### src/rtl/pxs_cursor_pkg.sv
// Shared constants for the cursor overlay controller.
// Holds the pixel-stream layout (VS bit position), default raster size,
// cursor hot-spot constants shared with the overlay stage, FSM state
// encodings and a signed clamp helper used by the per-axis datapath.
package pxs_cursor_pkg;

    // Pixel stream: 24 bits of RGB in [23:0], VS at bit 24, HS at bit 25.
    localparam int PXS_STR_W = 26;
    localparam int PXS_VS    = 24;

    localparam int PXS_HRES      = 640;
    localparam int PXS_VRES      = 480;
    localparam int PXS_HOTSPOT_X = 16;
    localparam int PXS_HOTSPOT_Y = 16;

    localparam int REP_W = 8;

    // Button FSM states
    localparam logic [0:0] ST_IDLE = 1'b0;
    localparam logic [0:0] ST_HOLD = 1'b1;

    function automatic logic signed [10:0] clamp_s11(
        input logic signed [10:0] v,
        input logic signed [10:0] lo,
        input logic signed [10:0] hi
    );
        if (v < lo) return lo;
        if (v > hi) return hi;
        return v;
    endfunction

endpackage

### src/rtl/pxs_cursor_axis.sv
// One cursor coordinate register with load / step / hold.
// Ports:
//   px_clk, reset     clock and async active-high reset (position -> INIT)
//   load, load_val    load an absolute (clamped) position; wins over stepping
//   step_inc/step_dec move by STEP; both together means no motion
//   pos               registered position, always inside [MIN, MAX]
module pxs_cursor_axis
    import pxs_cursor_pkg::*;
#(
    parameter int MIN  = 0,
    parameter int MAX  = 639,
    parameter int INIT = 320,
    parameter int STEP = 1
) (
    input  logic       px_clk,
    input  logic       reset,
    input  logic       load,
    input  logic [9:0] load_val,
    input  logic       step_inc,
    input  logic       step_dec,
    output logic [9:0] pos
);

    localparam logic signed [10:0] MIN_S  = 11'(MIN);
    localparam logic signed [10:0] MAX_S  = 11'(MAX);
    localparam logic signed [10:0] STEP_S = 11'(STEP);

    logic [9:0]         pos_q, pos_d;
    logic signed [10:0] cand;

    // 11-bit signed arithmetic lets a step below zero or past 1023 be
    // caught by the clamp instead of wrapping.
    always_comb begin
        cand = $signed({1'b0, pos_q});
        if (load)
            cand = $signed({1'b0, load_val});
        else if (step_inc && !step_dec)
            cand = cand + STEP_S;
        else if (step_dec && !step_inc)
            cand = cand - STEP_S;
        pos_d = 10'(clamp_s11(cand, MIN_S, MAX_S));
    end

    always_ff @(posedge px_clk or posedge reset) begin
        if (reset) pos_q <= 10'(INIT);
        else       pos_q <= pos_d;
    end

    assign pos = pos_q;

endmodule

### src/rtl/pxs_cursor_ctrl.sv
// Cursor overlay sequencer.
// Owns cursor X/Y and the shape selector, committing every change on the
// frame tick (rising edge of VS) so the overlay never tears mid-frame.
// Ports:
//   px_clk, reset          pixel clock, async active-high reset
//   RGBStr_i               pixel stream, only the VS bit is snooped
//   btn_up/down/left/right debounced direction levels (auto-repeat)
//   btn_sel                rising edge toggles CurSel at the next tick
//   host_req/x/y, host_ack host load port; ack pulses after the applying tick
//   X, Y, CurSel           registered cursor state to the overlay
//   frame_upd              one-cycle pulse per frame tick
//
// state   | meaning
// --------+-----------------------------------------------------------
// IDLE    | no direction held; next held direction steps immediately
// HOLD    | direction held; rep_cnt counts frames to next repeat step
module pxs_cursor_ctrl
    import pxs_cursor_pkg::*;
#(
    parameter int HRES          = PXS_HRES,
    parameter int VRES          = PXS_VRES,
    parameter int HotSpotX      = PXS_HOTSPOT_X,
    parameter int HotSpotY      = PXS_HOTSPOT_Y,
    parameter int STEP          = 1,
    parameter int REPEAT_DELAY  = 20,
    parameter int REPEAT_PERIOD = 4,
    parameter int X_INIT        = 320,
    parameter int Y_INIT        = 240
) (
    input  logic                 px_clk,
    input  logic                 reset,
    input  logic [PXS_STR_W-1:0] RGBStr_i,
    input  logic                 btn_up,
    input  logic                 btn_down,
    input  logic                 btn_left,
    input  logic                 btn_right,
    input  logic                 btn_sel,
    input  logic                 host_req,
    input  logic [9:0]           host_x,
    input  logic [9:0]           host_y,
    output logic                 host_ack,
    output logic [9:0]           X,
    output logic [9:0]           Y,
    output logic                 CurSel,
    output logic                 frame_upd
);

    localparam logic [REP_W-1:0] REP_DLY = REP_W'(REPEAT_DELAY - 1);
    localparam logic [REP_W-1:0] REP_PER = REP_W'(REPEAT_PERIOD - 1);

    logic             vs_q;
    logic             sel_q;
    logic             sel_pend_q, sel_pend_d;
    logic             cur_sel_q, cur_sel_d;
    logic             host_pend_q, host_pend_d;
    logic             host_blk_q, host_blk_d;
    logic             host_ack_q, host_ack_d;
    logic             frame_upd_q, frame_upd_d;
    logic [0:0]       state_q, state_d;
    logic [REP_W-1:0] rep_q, rep_d;

    logic tick, sel_rise, host_valid, host_load, any_dir, step_now;
    logic unused_str;

    // Only VS is of interest; the reduction keeps the other bits referenced.
    assign unused_str = ^RGBStr_i;

    assign tick     = RGBStr_i[PXS_VS] & ~vs_q;
    assign sel_rise = btn_sel & ~sel_q;
    assign any_dir  = btn_up | btn_down | btn_left | btn_right;

    // host_blk_q stays set after an ack until req is seen low, so a
    // request held past its ack is not serviced twice.
    assign host_valid = host_pend_q | (host_req & ~host_ack_q & ~host_blk_q);
    assign host_load  = tick & host_valid;

    always_comb begin
        host_pend_d = host_valid & ~tick;
        host_blk_d  = host_blk_q;
        if (host_load)
            host_blk_d = 1'b1;
        else if (!host_req)
            host_blk_d = 1'b0;

        sel_pend_d = tick ? 1'b0 : (sel_pend_q | sel_rise);
        cur_sel_d  = cur_sel_q ^ (tick & (sel_pend_q | sel_rise));

        host_ack_d  = host_load;
        frame_upd_d = tick;
    end

    // The button FSM is frozen on a host-load frame: buttons are ignored
    // and the repeat timing carries on as if that frame never happened.
    always_comb begin
        state_d  = state_q;
        rep_d    = rep_q;
        step_now = 1'b0;
        if (tick && !host_valid) begin
            if (state_q == ST_IDLE) begin
                if (any_dir) begin
                    step_now = 1'b1;
                    rep_d    = REP_DLY;
                    state_d  = ST_HOLD;
                end
            end else begin
                if (!any_dir) begin
                    state_d = ST_IDLE;
                end else if (rep_q != '0) begin
                    rep_d = rep_q - 1'b1;
                end else begin
                    step_now = 1'b1;
                    rep_d    = REP_PER;
                end
            end
        end
    end

    always_ff @(posedge px_clk or posedge reset) begin
        if (reset) begin
            vs_q        <= 1'b1;
            sel_q       <= 1'b0;
            sel_pend_q  <= 1'b0;
            cur_sel_q   <= 1'b1;
            host_pend_q <= 1'b0;
            host_blk_q  <= 1'b0;
            host_ack_q  <= 1'b0;
            frame_upd_q <= 1'b0;
            state_q     <= ST_IDLE;
            rep_q       <= '0;
        end else begin
            vs_q        <= RGBStr_i[PXS_VS];
            sel_q       <= btn_sel;
            sel_pend_q  <= sel_pend_d;
            cur_sel_q   <= cur_sel_d;
            host_pend_q <= host_pend_d;
            host_blk_q  <= host_blk_d;
            host_ack_q  <= host_ack_d;
            frame_upd_q <= frame_upd_d;
            state_q     <= state_d;
            rep_q       <= rep_d;
        end
    end

    pxs_cursor_axis #(
        .MIN  (HotSpotX + 1),
        .MAX  (HRES - 2 - HotSpotX),
        .INIT (X_INIT),
        .STEP (STEP)
    ) u_axis_x (
        .px_clk   (px_clk),
        .reset    (reset),
        .load     (host_load),
        .load_val (host_x),
        .step_inc (step_now & btn_right),
        .step_dec (step_now & btn_left),
        .pos      (X)
    );

    // Y range is the full active height; the Y hot-spot only matters to
    // the overlay stage.
    pxs_cursor_axis #(
        .MIN  (0),
        .MAX  (VRES - 1),
        .INIT (Y_INIT),
        .STEP (STEP)
    ) u_axis_y (
        .px_clk   (px_clk),
        .reset    (reset),
        .load     (host_load),
        .load_val (host_y),
        .step_inc (step_now & btn_down),
        .step_dec (step_now & btn_up),
        .pos      (Y)
    );

    assign host_ack  = host_ack_q;
    assign CurSel    = cur_sel_q;
    assign frame_upd = frame_upd_q;

endmodule

### config.mk
export PLATFORM = sky130hd
export DESIGN_NAME = pxs_cursor_ctrl
export DESIGN_NICKNAME = d
export VERILOG_FILES = /design/src/rtl/pxs_cursor_pkg.sv /design/src/rtl/pxs_cursor_axis.sv /design/src/rtl/pxs_cursor_ctrl.sv
export SDC_FILE = /design/constraint.sdc
export NUM_CORES = 1
export LEC_CHECK = 0
export ABC_AREA = 1
export CORE_MARGIN = 3
export CORE_UTILIZATION = 25
export DETAILED_ROUTE_END_ITERATION = 8
export PLACE_DENSITY = 0.52
export SLEW_MARGIN = 20
export SYNTH_ARGS = -nofsm -noshare
export SYNTH_HDL_FRONTEND = slang
export SYNTH_HIERARCHICAL = 1
export SYNTH_SLANG_ARGS = --single-unit
export TNS_END_PERCENT = 50
### constraint.sdc
create_clock -name px_clk -period 2.5 [get_ports px_clk]
set_input_delay 0.5 -clock px_clk [delete_from_list [all_inputs] [get_ports px_clk]]
set_output_delay 0.5 -clock px_clk [all_outputs]
set_load 0.02 [all_outputs]
==> flow_summary.ini, run 1 <==
[global_routing]
grt_usage = 0.135
grt_pass1_wl_mm = 14.8
grt_antenna_before_repair = 0
grt_pass1_vias = 3242
grt_max_degree = 18
grt-ovfl-total = 0

[place]
port_buffers = 51
place_ws_ns = -0.608
dp_hpwl_mm = 6.80
gp_congestion = 0.883
dp_cells = 709

[cells_and_area]
layout-drive-gt1-share = 0.308
nets = 641
n_fill_cell = 1200
fin_util = 0.384
antennaDiodeCount = 0
area_delta_synth_final_pct = 46.7
fin_cells = 725

[drt]
wire_per_inst_um = 12.1
ant_nets = 0
drc = 0
drt_iter0_drc = 154
routed_via_density = 4.57
firstDrtPassIters = 4
wl_mm = 8.76
num_vias = 3310

[critical_path]
reg2reg_to = u_axis_x/pos[2]
critPathArrivalTime_ns = 2.79
startpoint_type = primary input
end_kind = flip-flop
reg2reg_depth = 20
rr_startpoint = rep_q[0]
cp_data_required_time_ns = 2.66
r2r_slack_ns = -0.08
path_max_fanout = 8
crit_type = primary input to flip-flop

[status]
status = complete, but fails checks
violations = setup timing

[clocking]
clk_path_buf_depth = 2
root_buffer = clkbuf_16
insertion_delay_ns = 0.29
clk_pin_slew_worst_paths_ns = 0.06
cts_tree = yes
cts-htree-levels = 2
postCtsHoldBufs = 0
cts_buffers = 5
cts_sinks = 37

[min_path]
hp-class = primary input to flip-flop
min_delay_path_depth = 1
hp-start = RGBStr_i[24]
min_to = vs_q

[synthesis]
ys_ff_latch = 37
ys_seq_area_frac = 0.306
synth_area_leader_cell = dfrtp_1
avgSynthCellArea_sq_um = 6.56
syn_area_sq_mm = 0.00306
ys_top_cells_by_area = dfrtp_1 24%, nand2_1 18%, nand3_1 9.0%
yosysWarnings = 6
synth_largest_type_area_fraction = 0.237
ys_types = 38
netlist_instances = 466
syn_nets = 526

[die]
io_pins = 77
core_sq_mm = 0.0117
rows = 39
design.die.area_sq_mm = 0.0136
die_w_um = 117
initial_core_util = 0.262
die_height_um = 117

[sta]
skew_ns = 0.0102
tightestPinTransition_ns = 0.713
slew_viol_final = 0
timing.setup.tns_ns = -1.02
setup_viol = 9
hold_violations = 0
fin_crit_ns = 2.63
rsz0062_at_grt = true
period_share = 1.05
max_freq_mhz = 381
maxSlewHeadroom = 0.524
worst_slack_ns = -0.126
hold_slack_ns = 0.473

[pwr]
vdd_drop_max_uv = 295
powerDensity_mw_per_mm2 = 778
leakagePower_nw = 2.25

[job]
maxCapViolations = 0
worst max path at each step:
stage | start | slack (ns) | depth (start not counted) | to
6_report | btn_down | -0.13 | 17 | u_axis_x/pos[2]
5_1_grt | rep_q[0] | -0.28 | 21 | u_axis_x/pos[4]
4_1_cts | rep_q[0] | -0.10 | 19 | u_axis_x/pos[2]
3_5_place_dp | RGBStr_i[24] | -0.61 | 18 | u_axis_x/pos[5]
3_3_place_gp | RGBStr_i[24] | -0.59 | 21 | u_axis_x/pos[8]
2_1_floorplan | rep_q[0] | 0.01 | 19 | u_axis_x/pos[5]
area by class of cell:
| type | instances | area [sq um] | share of cell area |
|---|---|---|---|
| clock buffer | 5 | 125 | 0.0279 |
| clock inverter | 3 | 17.5 | 0.00391 |
| inverter | 65 | 249 | 0.0555 |
| multi-input combinational | 359 | 2000 | 0.445 |
| sequential | 37 | 936 | 0.209 |
| tap | 143 | 179 | 0.0399 |
| timing repair buffer | 113 | 981 | 0.219 |
timing repair:
action	4_1_cts	5_1_grt
buffers inserted	5	3
resized for setup	24	30
hold endpoints to repair	0	0
cloned	0	0
endpoints found under the setup margin	19	19
pin swaps	18	25
flip-flops by register name, indices dropped and copies added (netlist names):
register	flops
CurSel	1
frame_upd	1
host_ack	1
host_blk_q	1
host_pend_q	1
rep_q	8
sel_pend_q	1
sel_q	1
state_q	1
u_axis_x/pos	10
u_axis_y/pos	10
vs_q	1
cells in the mapped netlist (all sizes together):
library cell	number
nand2	161
nor2	66
inv	65
nand3	62
dfrtp	29
a21oi	18
o21ai	13
dfstp	8
nand4	8
or2	7
ha	6
nor3	5
buf	4
nand3b	2
o22ai	2
xor2	2
a21o	1
a31oi	1
clkbuf	1
conb	1
nor4	1
o211ai	1
o221ai	1
xnor2	1
routing by layer:
layer | routed length [um] | up-vias | GRT usage
li1 | - | 1701 | -
met1 | 4000 | 1519 | 0.175
met2 | 4250 | 77 | 0.229
met3 | 367 | 13 | 0.0254
met4 | 148 | 0 | 0.0420
met5 | 0 | - | 0
through the flow:
step / power [mW] / instance area [sq um]
2_1_floorplan: 1.98 / 3060
3_3_place_gp: 2.72 / 4120
3_5_place_dp: 2.73 / 4120
4_1_cts: 3.43 / 4360
5_1_grt: 3.80 / 4480
6_report: 3.49 / 4480
power by group:
part | internal (mW) | switching (mW)
Combinational | 0.862 | 1.03
Clock | 0.366 | 0.261
Sequential | 0.779 | 0.191
worst max-delay path, cell delays in order:
cell and delay (ns):
clkdlybuf4s50_1 0.54, nor2_4 0.06, nor2_4 0.13, nand2_4 0.09, nor2_2 0.14, buf_4 0.16, nor2_4 0.07, a21oi_2 0.16
a21oi_2 0.06, nand2_1 0.10, nand2_1 0.06, nand3_1 0.08, nand2_1 0.11, nor2_4 0.16, nand4_1 0.16, nand2_4 0.16
a21oi_1 0.05
cells by family after synthesis:
logic type               share of synthesized area
other                                      0.00123
AO/OA/AOI/OAI                               0.0770
buffers and inverters                       0.0925
AND/OR/NAND/NOR                              0.490
adder cells (fa/ha/maj)                     0.0246
XOR/XNOR                                   0.00860
flip-flops                                   0.306
layout by cell type (no fill, tap or decap), types with 9 or more instances in the layout:
cell type | netlist | routed
a21oi_1 | 11 | 10
buf_4 | 0 | 61
clkdlybuf4s50_1 | 0 | 46
dfrtp_1 | 29 | 29
inv_1 | 54 | 47
inv_2 | 10 | 17
nand2_1 | 144 | 133
nand2_2 | 12 | 20
nand3_1 | 55 | 51
nand3_2 | 5 | 9
nor2_1 | 51 | 41
nor2_2 | 10 | 11
nor2_4 | 4 | 13
No activity file was read; power rests on OpenSTA's default activity.
==> run 2, diff against run 1 <==
--- a/config.mk
+++ b/config.mk
@@ -15,4 +15,3 @@
 export SYNTH_HDL_FRONTEND = slang
 export SYNTH_HIERARCHICAL = 1
 export SYNTH_SLANG_ARGS = --single-unit
-export TNS_END_PERCENT = 50
==> run 2 against run 1 <==
  * The run still ends with setup timing left
  * Sequential share of layout area about the same
  * Power is essentially flat
  * Flip-flop and latch count did not move
  * Combinational power about the same
  * Clock-buffer cell count stayed put
  * Global-route usage up 0.086 points
  * Sequential power hardly changed
  * Die area did not move
  * Clock power about the same
  * Highest routed layer unchanged
==> flow_summary.ini, run 2 (synthesized netlist as in run 1, its figures left out) <==
[clocking]
cts-htree-levels = 2
root_buffer = clkbuf_16
cts_sinks = 37
postCtsHoldBufs = 0
cts_tree = yes
clk_pin_slew_worst_paths_ns = 0.06
cts_buffers = 5
clk_path_buf_depth = 2
insertion_delay_ns = 0.29

[die]
die_w_um = 117
io_pins = 77
rows = 39
die_height_um = 117
design.die.area_sq_mm = 0.0136
initial_core_util = 0.262
core_sq_mm = 0.0117

[cells_and_area]
fin_util = 0.385
final_area_sq_mm = 0.00449
final_common_cell = nand2_1
final_cell_mix = 133 x nand2_1, 62 x buf_4, 51 x nand3_1
antennaDiodeCount = 0
area_delta_synth_final_pct = 47.0
layout-drive-gt1-share = 0.309
nets = 642

[critical_path]
path_delay_family = simple AND/OR/NAND/NOR gates
cp_data_required_time_ns = 2.66
rr_startpoint = rep_q[0]
r2r_slack_ns = -0.07
reg2reg_depth = 20
critPathArrivalTime_ns = 2.78
worst-path-buf-inv = 2
max_stage_delay_ns = 0.54
path_cells = clkdlybuf4s50_1 -> nor2_4 -> nor2_4 -> nand2_4 -> nor2_2 -> buf_4 -> nor2_4 -> a21oi_2 -> a21oi_2 -> nand2_1 -> nand2_1 -> nand3_1 -> nand2_1 -> nor2_4 -> nand4_1 -> nand2_4 -> a21oi_1
end_kind = flip-flop
cp_slowest_cell = clkdlybuf4s50_1
crit_type = primary input to flip-flop
path_max_fanout = 8
cpMostUsedCell = nor2_4
reg2reg_to = u_axis_x/pos[2]
startpoint_type = primary input

[pwr]
powerDensity_mw_per_mm2 = 776
p_total_mw = 3.49
leakagePower_nw = 2.26
vdd_drop_max_uv = 293

[sta]
worst_slack_ns = -0.117
setup_viol = 9
maxSlewHeadroom = 0.536
fin_crit_ns = 2.62
slew_viol_final = 0
hold_violations = 0
rsz0062_at_grt = true
period_share = 1.05
skew_ns = 0.00946
max_freq_mhz = 382
tightestPinTransition_ns = 0.695

[drt]
firstDrtPassIters = 4
wire_per_inst_um = 12.1
num_vias = 3291
drt_iter0_drc = 133
ant_nets = 0
wl_mm = 8.76
routed_via_density = 4.53
drc = 0

[job]
maxCapViolations = 0

[global_routing]
grt_pass1_wl_mm = 14.9
grt_usage = 0.136
grt_pass1_vias = 3250
grt_max_degree = 18
grt_antenna_before_repair = 0
grt-ovfl-total = 0

[min_path]
hp-class = primary input to flip-flop
min_delay_path_depth = 1
min_to = vs_q
hp-start = RGBStr_i[24]

[place]
place_area_sq_mm = 0.00412
dp_hpwl_mm = 6.80
gp_congestion = 0.883
port_buffers = 51

[status]
status = complete, but fails checks
violations = setup timing
## run 2: cell types whose count changed in the layout (fill, tap and decap cells not counted)
cell and delta:
inv_8 +1, inv_6 -1, buf_4 +1, o21ai_0 -1
o21ai_1 +1
## run 2: report_power, final
part           leakage (nW)  switching (mW)  total, mW  internal, mW
registers             0.421           0.190      0.969         0.779
logic                  1.77            1.03       1.89         0.863
clock network        0.0696           0.261      0.626         0.366
total                  2.26            1.48       3.49          2.01
## run 2: worst max-delay path by stage
stage	slack (ns)	from	end	depth (start not counted)
3_3_place_gp	-0.59	RGBStr_i[24]	u_axis_x/pos[8]	21
3_5_place_dp	-0.61	RGBStr_i[24]	u_axis_x/pos[5]	18
6_report	-0.12	btn_down	u_axis_x/pos[2]	17
4_1_cts	-0.10	rep_q[0]	u_axis_x/pos[2]	19
2_1_floorplan	0.01	rep_q[0]	u_axis_x/pos[5]	19
5_1_grt	-0.28	rep_q[0]	u_axis_x/pos[4]	21
## run 2: what timing repair did
action / 4_1_cts / 5_1_grt
resized for setup: 30 / 26
buffers inserted: 6 / 3
pin swaps: 20 / 23
endpoints found under the setup margin: 19 / 19
## run 2: routing by layer
metal	routed length, um	track usage
met1	4030	0.176
met4	140	0.0420
met3	312	0.0269
met2	4270	0.230
met5	0	0
## run 2: cell type report
type	instances	area [sq um]
Multi-Input combinational cell	359	2000
Clock buffer	5	125
Fill cell	1200	7170
Tap cell	143	179
Sequential cell	37	936
Timing Repair Buffer	114	988
Clock inverter	3	17.5
Inverter	65	251
## run 2: metrics by stage
step | setup slack, ns | instances | setup TNS [ns] | hold slack (ns)
2_1_floorplan | 0.0133 | 466 | 0 | 0.337
3_3_place_gp | -0.588 | 709 | -9.82 | 0.464
3_5_place_dp | -0.608 | 709 | -10.43 | 0.480
4_1_cts | -0.102 | 723 | -0.811 | 0.464
5_1_grt | -0.281 | 726 | -3.41 | 0.465
6_report | -0.117 | 726 | -0.958 | 0.473
